<file path="config.mk">
export PLATFORM = sky130hd
export DESIGN_NAME = programmable_clock_division
export DESIGN_NICKNAME = d
export VERILOG_FILES = /design/src/rtl/programmable_clock_division.sv
export SDC_FILE = /design/constraint.sdc
export NUM_CORES = 1
export LEC_CHECK = 0
export ABC_AREA = 1
export ABC_CLOCK_PERIOD_IN_PS = 2600
export CORE_MARGIN = 3
export CORE_UTILIZATION = 45
export DETAILED_ROUTE_END_ITERATION = 6
export GPL_TIMING_DRIVEN = 0
export PLACE_DENSITY = 0.65
export SLEW_MARGIN = 25
export SYNTH_ARGS = -nofsm -noshare
export SYNTH_HDL_FRONTEND = slang
export SYNTH_SLANG_ARGS = --single-unit
</file>
<file path="constraint.sdc">
create_clock -name clock -period 2.6 [get_ports clock]
set_input_delay 0.26 -clock clock [delete_from_list [all_inputs] [get_ports clock]]
set_output_delay 0.26 -clock clock [all_outputs]
set_load 0.01 [all_outputs]
</file>
<file path="src/rtl/programmable_clock_division.sv">
// Multi-channel runtime-programmable clock divider with duty control, period-start
// tick, shadowed divisor updates applied at period boundaries, and a global phase sync.
module programmable_clock_division #(
  parameter int CHANNELS    = 2,
  parameter int WIDTH       = 8,
  parameter int DEFAULT_DIV = 2
) (
  input  logic                      clock,
  input  logic                      reset,
  input  logic [CHANNELS-1:0]       enable,
  input  logic [CHANNELS-1:0]       load,
  input  logic [CHANNELS*WIDTH-1:0] div_value,
  input  logic [CHANNELS*WIDTH-1:0] high_value,
  input  logic                      sync,
  output logic [CHANNELS-1:0]       new_clock,
  output logic [CHANNELS-1:0]       tick,
  output logic [CHANNELS-1:0]       pending
);

  localparam logic [WIDTH-1:0] DIV_RST  = WIDTH'(DEFAULT_DIV);
  localparam logic [WIDTH-1:0] HIGH_RST = WIDTH'(DEFAULT_DIV / 2);

  // A period shorter than two cycles cannot produce both a high and a low phase.
  function automatic logic [WIDTH-1:0] clamp_div(input logic [WIDTH-1:0] d);
    return (d < WIDTH'(2)) ? WIDTH'(2) : d;
  endfunction

  for (genvar i = 0; i < CHANNELS; i++) begin : g_ch
    logic [WIDTH-1:0] r_cnt;
    logic [WIDTH-1:0] r_div_act;
    logic [WIDTH-1:0] r_high_act;
    logic [WIDTH-1:0] r_div_sh;
    logic [WIDTH-1:0] r_high_sh;
    logic             r_pend;
    logic             r_clk;
    logic             r_tick;

    logic [WIDTH-1:0] w_div_sh_nxt;
    logic [WIDTH-1:0] w_high_sh_nxt;
    logic             w_pend_nxt;
    logic             w_wrap;
    logic             w_boundary;

    // A load in the same cycle as a boundary is applied at that boundary.
    assign w_div_sh_nxt  = load[i] ? clamp_div(div_value[i*WIDTH +: WIDTH]) : r_div_sh;
    assign w_high_sh_nxt = load[i] ? high_value[i*WIDTH +: WIDTH] : r_high_sh;
    assign w_pend_nxt    = load[i] | r_pend;
    assign w_wrap        = (r_cnt == (r_div_act - WIDTH'(1)));
    assign w_boundary    = !enable[i] || sync || w_wrap;

    always_ff @(posedge clock or negedge reset) begin
      if (!reset) begin
        r_cnt      <= '0;
        r_div_act  <= DIV_RST;
        r_high_act <= HIGH_RST;
        r_div_sh   <= DIV_RST;
        r_high_sh  <= HIGH_RST;
        r_pend     <= 1'b0;
        r_clk      <= 1'b0;
        r_tick     <= 1'b0;
      end else begin
        r_div_sh  <= w_div_sh_nxt;
        r_high_sh <= w_high_sh_nxt;
        if (!enable[i]) begin
          r_cnt  <= '0;
          r_clk  <= 1'b0;
          r_tick <= 1'b0;
        end else begin
          r_clk  <= (r_cnt < r_high_act);
          r_tick <= (r_cnt == '0);
          r_cnt  <= (sync || w_wrap) ? '0 : r_cnt + WIDTH'(1);
        end
        if (w_boundary) begin
          if (w_pend_nxt) begin
            r_div_act  <= w_div_sh_nxt;
            r_high_act <= w_high_sh_nxt;
          end
          r_pend <= 1'b0;
        end else begin
          r_pend <= w_pend_nxt;
        end
      end
    end

    assign new_clock[i] = r_clk;
    assign tick[i]      = r_tick;
    assign pending[i]   = r_pend;
  end

endmodule

</file>
Word level (Yosys, flattened, before mapping). Cells that the tools add are included.

Add/subtract/negate cells: 4. $lt $le $gt $ge: 4. Equal/unequal tests: 2. Muxes and demuxes: 16. Bitwise gates (word level): 2. Reduce and logical (&&, ||, !) cells: 12.

Operator list (count): $mux 8 (10); $add 8x1->8 const B (2); $eq 8x8->1 (2); $logic_not 8->1 (2); $lt 8x2->1 const B (2); $lt 8x8->1 (2); $sub 8x1->8 const B (2); $logic_or 1x1->1 (6); $mux 1 (6); $reduce_and 2->1 (2); $logic_not 1->1 (2); $or 1x1->1 (2).

Bits in registers: 86. Input bits: 39. Output and inout bits: 6. Word-level logic and storage cells: 56.

Depth between registers and ports, before layout.
Depth in word-level cells: 5. Depth in mapped cells: 15. Mapped depth without buffers: 14.

Worst setup path before layout. No wires, ideal clock.

Kind: flip-flop to flip-flop. Start point: register g_ch[1].r_div_act[1]. End point: register g_ch[1].r_div_act[3]. Arrival time: 1.784 ns. Data required time: 2.483 ns. Path slack: 0.699 ns. Stages on the path, launching flop included: 16. Period minus slack after synthesis: 1.901 ns. Cells stage by stage: dfstp_2 > inv_1 > ha_1 > inv_1 > nand2_1 > nand2_1 > nand2_1 > nor2_1 > nand3_1 > nor2_1 > nand3_2 > nand2_4 > nand2_4 > buf_6 > nand2_1 > nand2_1.

Word-level cells in the longest chain between the ends: 4.

RTL lines: from (decl) (line 30) `logic [WIDTH-1:0] r_div_act;`; from (signal assigned) (line 75) `r_div_act <= w_div_sh_nxt;`; $sub 8x1->8 (line 48) `assign w_wrap = (r_cnt == (r_div_act - WIDTH'(1)));`; $eq 8x8->1 (line 48); $logic_or 1x1->1 (line 49) `assign w_boundary = !enable[i] || sync || w_wrap;`; $reduce_and 2->1 (no source line).

No other way between the ends. A chain may end at the register's enable or synchronous reset.

Final worst setup path.
Start point: register g_ch[1].r_div_act[1]. End point: register g_ch[1].r_div_act[4].

The elaborated chain is that of the path after synthesis.

==> results_dict.tcl <==
set metrics [dict create \
    run_status "completed" \
    crit_required_ps 2900 \
    utilization_pct 56.9 \
    finalNetCount 673 \
    via_count_of_the_first_global_routing_pass 3460 \
    initial_core_util_pct 47.3 \
    core_area_um2 9420 \
    met2_use_gr_pct 26.0 \
    areaGrowthSynthToFinish_pct 20.2 \
    dpl_cell_area_um2 5080 \
    final-setup-viol-count 0 \
    leakagePower_nw 2.74 \
    min_period_ps 2180 \
    detailroute.via_count 3600 \
    global_route.usage.met3_pct 3.06 \
    leading_cell_type_in_the_layout_fill_and_taps_excluded "nand2_1" \
    drt-initial-drc-count 166 \
    synth.lib_cells_used.distinct 26 \
    finalInstanceArea_um2 5360 \
    cpMostUsedCell "nand2_1" \
    detail_route.drc_violations 0 \
    drive_gt1_share_pct 8.24 \
    timing.final.hold_violations 0 \
    drt_via_density 4.81 \
    synth.net_count 616 \
    post-cts-setup-buffer-count 0 \
    drv_cap 0 \
    cts_repair_resize_count 0 \
    worstSkewPairLatency_ps 350 \
    area_of_the_die_um2 11100 \
    dp_hpwl_um 7160 \
    grt_busiest_layer "met1" \
    syn-cell-area_um2 4460 \
    maximum_number_of_pins_on_one_net_before_global_route_repair 56 \
    crit_path_max_fanout 10 \
    worstHoldPathType "input pin to async pin" \
    clock_skew_ps 10.0 \
    antenna_found_initial 0 \
    cts_tree "built" \
    slew_headroom_pct 71.5 \
    synth_warnings 0 \
    ctsRootBufferMaster "clkbuf_8" \
    worst-endpoint-arrival_ps 2470 \
    antenna_cells 0 \
    critPathSlowestCell "dfstp_2" \
    avgRoutedWirePerCell_um 12.5 \
    ys_ff_latch 86 \
    top_level_ports 45 \
    clock_tree.buffer_depth 2 \
    die_height_um 106 \
    layout_worst_path_cycle_share_pct 83.8 \
    criticalPathCategory "register to register" \
    count_of_mapped_cells_out_of_synthesis 557 \
    clock_tree.htree_level_count 3 \
    dpl.cell_count 731 \
    power.ir.vdd_worst_v 0.000317 \
    finalNonFillerCells 748 \
    fp.dieW_um 106 \
    postSynthAreaPerCell_um2 8.00 \
    rows 35 \
    fmax_mhz 459 \
    clk_pin_slew_ps 90 \
    cts_buffers 9 \
    pin_slew_with_the_least_headroom_to_its_limit_ps 428 \
    detailedPlace.worstSlack_ps 463 \
    crit_path_cell_trace "inv_1 -> ha_1 -> inv_1 -> nand2_1 -> nand2_1 -> nand2_1 -> nor2_1 -> nand3_1 -> nor2_1 -> nand3_2 -> nand2_4 -> buf_4 -> nand3_1 -> nand2_1" \
    synth_seq_area_share_pct 48.5 \
    cp_slowest_stage_delay_ps 560 \
    cp-end-kind "register" \
    wirelength_um 9360 \
    place.gp.congestion 0.827 \
    length_in_cells_of_the_worst_reg_to_reg_path 14 \
    layout.cells.most_common_list "nand2_1, dfrtp_1, inv_1, nand3_1, clkdlybuf4s50_1" \
    groute.layer.met1.usage_pct 27.4 \
    antenna_left 0 \
    globalRouteOverflowTotal 0 \
    total_power_mw 3.42 \
    port-buffer-count 44 \
    fin_ws_ps 420 \
    cts_sinks 86 \
    grt_use_total_pct 18.1 \
    slew_viol_final 0 \
    power.density_nw_per_um2 638 \
    unrepaired_setup_endpoints_after_global_routing "false" \
    drtPass1Iterations 4 \
    startpoint_type "register" \
    grt_first_pass_wirelength_um 16300 \
]
synthesized netlist by cell type:
cell      count  area share [%]
nor4_1        3            0.42
clkbuf_1      7            0.59
a211oi_1      2            0.34
xnor2_1       4            0.79
nand4_1       4            0.56
nor2_2        5            0.70
xor2_1       14             2.8
inv_1        57             4.8
a31oi_1       1            0.14
buf_6         4             1.0
buf_4         8             1.3
nand2_4       4             1.0
nor2_1       39             3.3
ha_1         20             5.6
nand2_1     205              17
nor3_1        5            0.56
buf_1         1           0.084
o21ai_1       1            0.11
dfstp_2       8             4.7
nand2_2       3            0.42
nand3_1      57             6.4
o21bai_1      1            0.17
nand3_2       2            0.45
o21ai_0      13             1.5
a21oi_1      11             1.2
dfrtp_1      78              44
worst paths after layout:
kind,startpoint,slack [ps],end
max in group asynchronous,reset,1550,g_ch[0].r_high_act[0]
min reg2reg,g_ch[1].r_high_act[0],470,g_ch[1].r_high_act[0]
min in group clock,high_value[8],450,g_ch[1].r_high_sh[0]
max reg2reg,g_ch[1].r_div_act[1],420,g_ch[1].r_div_act[4]
min,reset,400,g_ch[0].r_div_sh[2]
max,g_ch[1].r_div_act[1],420,g_ch[1].r_div_act[4]
final cells by class:
cell class | instances | area (µm²)
repair buffers | 46 | 475
plain buffers | 20 | 135
multi-input cells | 394 | 1950
clock buffers | 10 | 128
well taps | 129 | 161
flip-flops and latches | 86 | 2160
clock inverters | 6 | 134
fillers | 895 | 4060
inverters | 57 | 214
where the power goes:
group          internal (mW)  total [mW]  switching, mW
combinational          0.269       0.631          0.362
sequential              1.48        1.57         0.0886
clock                  0.736        1.22          0.486
repair_timing:
item                                    4_1_cts  5_1_grt
hold buffers                                  1        0
endpoints found under the setup margin        0        0
hold endpoints to repair                     26        0
logic make-up after synthesis:
| group | share of synthesized area (%) |
|---|---|
| buffers and inverters | 7.83 |
| flip-flops | 48.5 |
| adder cells (fa/ha/maj) | 5.61 |
| AND/OR/NAND/NOR | 31.1 |
| XOR/XNOR | 3.54 |
| AO/OA/AOI/OAI | 3.45 |
per-layer routing:
metal | wire, µm | share of wire, %
met4 | 147 | 1.6
met5 | 0 | 0
met1 | 4850 | 52
met2 | 3980 | 43
met3 | 381 | 4.1
registers in the layout (all words and copies together) (netlist names):
signal           flops
g_ch.r_cnt          16
g_ch.r_div_act      16
g_ch.r_div_sh       16
g_ch.r_high_act     16
g_ch.r_high_sh      16
g_ch.r_clk           2
g_ch.r_pend          2
g_ch.r_tick          2
per-stage QoR:
stage | setup TNS [ps] | hold WS, ps
2_1_floorplan | 0 | -35.6
3_3_place_gp | -140510 | 453
3_5_place_dp | 0 | 229
4_1_cts | 0 | 373
5_1_grt | 0 | 428
6_report | 0 | 396
worst max-delay path, delay by kind of cell, from the launching register on:
| family | cells | cell delay, ps |
|---|---|---|
| simple gates | 10 | 960 |
| flops | 1 | 560 |
| buf+inv | 3 | 300 |
| fa+ha+maj | 1 | 300 |
Note: power is estimated with default switching activity, not from simulation.
==> RTL edit 1, RTL diff (same settings) <==
Change the parameter `WIDTH` from 8 to 6.
--- a/src/rtl/programmable_clock_division.sv
+++ b/src/rtl/programmable_clock_division.sv
@@ -4,3 +4,3 @@
   parameter int CHANNELS    = 2,
-  parameter int WIDTH       = 8,
+  parameter int WIDTH       = 6,
   parameter int DEFAULT_DIV = 2
Interface: changed (resized div_value and high_value); port bits go from 45 to 37. No check against the original RTL was run, so the function may have changed too.
==> RTL edit 1 against the unedited design <==
- sequential share of layout area down 0.83 points
- power down 21%
- via count down 23%
- sequential cell count down 20
- sequential power down 22%
- first-iteration DRC count down 42%
- wire length down 25%
- non-clock buffer count down 10
- synthesized area down 22%
- setup slack better by 240 ps
- design area down 22%
- largest cell class unchanged
- highest routed layer unchanged
==> RTL edit 1: results (changes against the unedited design) <==
cp_max_fo: 10  # unchanged
cp_slowest_cell: "dfstp_2"
grt_max_degree: 52  # -7.1%
place_hpwl_mm: 5.28  # -26%
wire_per_inst_um: 11.8  # -5.4%
async_reset_ff_share_pct: 100  # unchanged
cts_setup_buffers: 0  # unchanged
yosys-top-cells-area: "dfrtp_1, nand2_1, nand3_1"
worstHoldPathType: "primary input to async pin"
clk_latency_ps: 340
clockRootBuffer: "clkbuf_8"
drt_iter0_drc: 96  # -42%
cts_max_path_buffers: 2  # unchanged
cp_top_family: "simple AND/OR/NAND/NOR gates"
cts_buffers: 9  # unchanged
antenna_found_initial: 0  # unchanged
status: "completed"
grt_pass1_wl_mm: 12.7  # -22%
ys_seq_area_share_pct: 47.9  # -0.56 points
drv_slew: 0  # unchanged
synth_common_cells: "nand2_1, dfrtp_1, inv_1, nand3_1, nor2_1"
p_leak_nw: 2.20  # -20%
drive_gt1_share_pct: 11.7  # +3.5 points
maxSlewHeadroom_pct: 68.7  # -2.8 points
synth.top_cell.area_share_pct: 41.9  # -1.9 points
cts_max_level: 3  # unchanged
num_vias: 2786  # -23%
ys_warn_count: 0  # unchanged
port_buffers: 36  # -18%
fin_nets: 536  # -20%
diodes: 0  # unchanged
place.gp.congestion: 0.794  # -4.1%
grt_util_all_layers_pct: 18.2  # +0.089 points
critPathArrivalTime_ps: 2220  # -250 ps
critPathMaxStageDelay_ps: 560  # about the same
crit_start: "g_ch[0].r_div_act[1]"
ir_worst_vdd_mv: 0.257  # -19%
ff2ff_setup_slack_ps: 660  # +240 ps
reg2reg_to: "g_ch[0].r_div_act[4]"
synth_fp_nets: 487  # -21%
first_pass_iters: 6  # +2
reg2regPathDepth: 14  # unchanged
clock_skew_ps: 10.8  # +0.767 ps
path_class: "register to register"
yosys.cell_types.count: 23  # -12%
clk_pin_slew_ps: 80
RTL edit 1: cell types whose count changed in the layout (fill, tap and decap cells not counted), sizes merged, moves of 10 or more:
cell,before,now
xor2,14,4
dfrtp,78,58
o21ai,14,0
nand3,59,46
nand2,212,176
nor2,44,34
RTL edit 1: worst reg2reg max path, stage by stage (launching register included):
cell     delay (ps)
dfstp_2         560
inv_1            50
ha_1            280
inv_1            40
nand2_1          50
nand2_1          40
nor2_1           90
nand3_1          70
nor2_1          100
nand2_1          80
nand2_2          90
buf_6           140
buf_12          140
nand3_1          80
nand2_1          70
RTL edit 1: per-stage QoR:
| stage | area (µm²) | power [mW] | setup slack [ps] | instances |
|---|---|---|---|---|
| 6_report | 4200 | 2.70 | 662 | 593 |
| 5_1_grt | 4200 | 2.87 | 457 | 593 |
| 2_1_floorplan | 3470 | 1.58 | 856 | 440 |
| 4_1_cts | 4200 | 2.73 | 636 | 593 |
| 3_3_place_gp | 3950 | 1.74 | -917 | 575 |
| 3_5_place_dp | 3980 | 1.77 | 668 | 576 |
RTL edit 1: where the power goes:
group | switching (mW) | internal [mW] | total, mW
Combinational | 0.297 | 0.238 | 0.535
Clock | 0.415 | 0.538 | 0.953
Sequential | 0.0717 | 1.14 | 1.22
RTL edit 1: routing by layer:
layer / track usage [%] / vias to the layer above / part of all wire (%)
met5: 0 / - / 0
met4: 7.10 / 0 / 1.4
met3: 3.29 / 7 / 3.8
met2: 27.7 / 47 / 43
met1: 25.7 / 1270 / 51
li1: - / 1462 / -
RTL edit 1: worst min path at each step:
stage                          startpoint                     to  slack, ps  depth (start not counted)
global placement    g_ch[1].r_high_act[0]  g_ch[1].r_high_act[0]        450                          2
finish                              reset       g_ch[0].r_cnt[5]        320                          2
CTS                                 reset       g_ch[1].r_cnt[2]        320                          2
detailed placement                  reset       g_ch[0].r_cnt[5]        150                          1
floorplan                           reset          g_ch[0].r_clk        -40                          0
global route                        reset       g_ch[1].r_cnt[2]        340                          2
RTL edit 1: final cells by class:
cell class	instances	area, µm²
inverters	54	203
multi-input cells	302	1440
flip-flops and latches	66	1660
well taps	99	124
clock inverters	7	93.8
fillers	692	3170
clock buffers	9	124
repair buffers	38	395
plain buffers	18	160
RTL edit 1: repair_timing:
| item | in CTS | in global routing |
|---|---|---|
| hold buffers | 1 | 0 |
| hold endpoints to repair | 15 | 0 |
| gates resized for setup | 0 | 0 |
RTL edit 1: logic make-up after synthesis:
| kind of cell | synth area share, % |
|---|---|
| xor gates and xnor gates | 1.52 |
| adders and majority gates | 5.78 |
| DFF | 47.9 |
| and+or+nand+nor | 32.1 |
| buffers and inverters | 10.5 |
| AOI/OAI and AO/OA | 2.17 |
==> RTL edit 2, RTL diff (same flow settings) <==
Made on the original files. Reset style: synchronous (`reset`), changed in one clocked block.
--- a/src/rtl/programmable_clock_division.sv
+++ b/src/rtl/programmable_clock_division.sv
@@ -50,3 +50,3 @@
 
-    always_ff @(posedge clock or negedge reset) begin
+    always_ff @(posedge clock) begin
       if (!reset) begin
Function: differs if reset is asserted again (counterexample within 4 cycles, from zero or initial values and one cycle with reset low); with reset held inactive, the same outputs for 10 cycles.
==> RTL edit 2 against the unedited design <==
- wire length up 2.6%
- design area down 2.8%
- sequential share of layout area down 7.3 points
- power down 17%
- setup slack better by 160 ps
- sequential cell count unchanged
- synthesized area down 0.70%
- critical endpoint is now g_ch[0].r_high_act[5]
- highest routed layer unchanged
==> RTL edit 2: results (changes against the unedited design) <==
drive_gt1_share_pct: 10.1  # +1.9 points
async_reset_ff_share_pct: 0  # -100 points
fin_nets: 707  # +5.1%
maxSlewHeadroom_pct: 67.9  # -3.6 points
hold_buffers: 0  # -1
worstHoldPathType: "primary input to register"
grt_pass1_wl_mm: 17.1  # +5.0%
yosys-top-cells-area: "dfxtp_1, nand2_1, nor2_1"
cp_top_family: "simple AND/OR/NAND/NOR gates"
diodes: 0  # unchanged
first_pass_iters: 4  # unchanged
synthAdderAreaFrac_pct: 5.65  # +0.040 points
viasPerCell: 4.88  # +1.4%
finalCriticalPeriod_ps: 2020  # -156 ps
nFillCells: 924  # +3.2%
synthMuxAreaShare_pct: 4.52  # +4.5 points
cts_max_path_buffers: 2  # unchanged
synth_common_cells: "nand2_1, nor2_1, dfxtp_1"
p_leak_nw: 2.38  # -13%
clk_pin_slew_ps: 90  # about the same
ir_worst_vdd_mv: 0.275  # -13%
synth_fp_nets: 653  # +6.0%
grt_util_all_layers_pct: 18.7  # +0.63 points
place.gp.congestion: 0.861  # +4.1%
ff2ff_setup_slack_ps: 580  # +160 ps
cts_buffers: 9  # unchanged
synth_xor_area_share_pct: 3.56  # +0.025 points
ys_seq_area_share_pct: 38.9  # -9.6 points
cts_setup_buffers: 0  # unchanged
wire_per_inst_um: 12.3  # -1.9%
critPathArrivalTime_ps: 2260  # -210 ps
clock_skew_ps: 12.8  # +2.82 ps
ys_warn_count: 0  # unchanged
cts_resized: 0  # unchanged
drt_iter0_drc: 119  # -28%
status: "completed"
cp_slowest_cell: "dfxtp_1"
yosys.cell_types.count: 32  # +23%
clk_latency_ps: 350  # about the same
cp_max_fo: 10  # unchanged
place_hpwl_mm: 7.56  # +5.5%
antenna_found_initial: 0  # unchanged
port_buffers: 43  # -2.3%
dp_slack_ps: 483  # +20.2 ps
cts_max_level: 3  # unchanged
ys.flop_type: "dfxtp_1"
synth_compound_area_share_pct: 6.61  # +3.2 points
clockRootBuffer: "clkbuf_8"
first_global_vias: 3972  # +15%
grt_max_degree: 15  # -73%
critPathMaxStageDelay_ps: 380  # -180 ps
-- RTL edit 2: cell types whose count changed after synthesis, moves of 6 or more --
cell     delta
nand2_1    -92
nor2_1     +56
dfxtp_1    +86
nand3_2    +14
buf_2       +6
dfstp_2     -8
dfrtp_1    -78
nand3_1     -9
a21oi_1    +30
mux2i_1    +20
-- RTL edit 2: metal layers --
layer | GRT usage (%) | part of all wire [%]
met1 | 20.9 | 43
met5 | 0 | 0
met2 | 34.7 | 52
met3 | 4.63 | 3.7
met4 | 5.34 | 1.3
-- RTL edit 2: worst paths after layout --
path / startpoint / to / cells after the start
worst max-delay path: g_ch[0].r_div_act[0] / g_ch[0].r_high_act[5] / 14
worst min-delay path: reset / g_ch[1].r_high_sh[2] / 3
worst min register to register: g_ch[1].r_high_sh[0] / g_ch[1].r_high_sh[0] / 2
worst max register to register: g_ch[0].r_div_act[0] / g_ch[0].r_high_act[5] / 14
-- RTL edit 2: area by class of cell --
cell class / instances / share of cell area, %
multi-input cells: 415 / 43.7
well taps: 129 / 3.10
flip-flops and latches: 86 / 33.1
repair buffers: 43 / 8.27
clock inverters: 4 / 0.601
plain buffers: 30 / 3.75
inverters: 63 / 4.54
clock buffers: 12 / 2.98
-- RTL edit 2: where the power goes --
| part | internal [mW] | switching (mW) | total, mW |
|---|---|---|---|
| registers | 1.40 | 0.0480 | 1.45 |
| clock network | 0.404 | 0.476 | 0.879 |
| logic | 0.235 | 0.286 | 0.520 |
| total | 2.04 | 0.809 | 2.85 |
-- RTL edit 2: logic make-up (layout without fill, tap and decap cells) --
family | Yosys count | in the layout
xor+xnor | 18 | 18
fa+ha+maj | 20 | 20
compound gates | 56 | 56
flops | 86 | 86
mux | 20 | 20
simple gates | 301 | 301
buf+inv | 93 | 152
-- RTL edit 2: through the flow --
step / cell area, µm² / hold slack, ps / instances
2_1_floorplan: 4430 / 403 / 594
3_3_place_gp: 5020 / 435 / 766
3_5_place_dp: 5020 / 450 / 766
4_1_cts: 5200 / 340 / 782
5_1_grt: 5200 / 358 / 782
6_report: 5200 / 348 / 782
-- RTL edit 2: worst register-to-register path: stages (launching register included) --
cell	delay [ps]
dfxtp_1	380
inv_1	120
ha_1	320
inv_1	50
nand2_1	60
nand2_1	40
nor2_1	120
nand4_1	100
nor2_1	120
nand3_2	130
nand2_4	120
buf_6	140
nand3_1	70
nand2_1	100
nor2_1	40
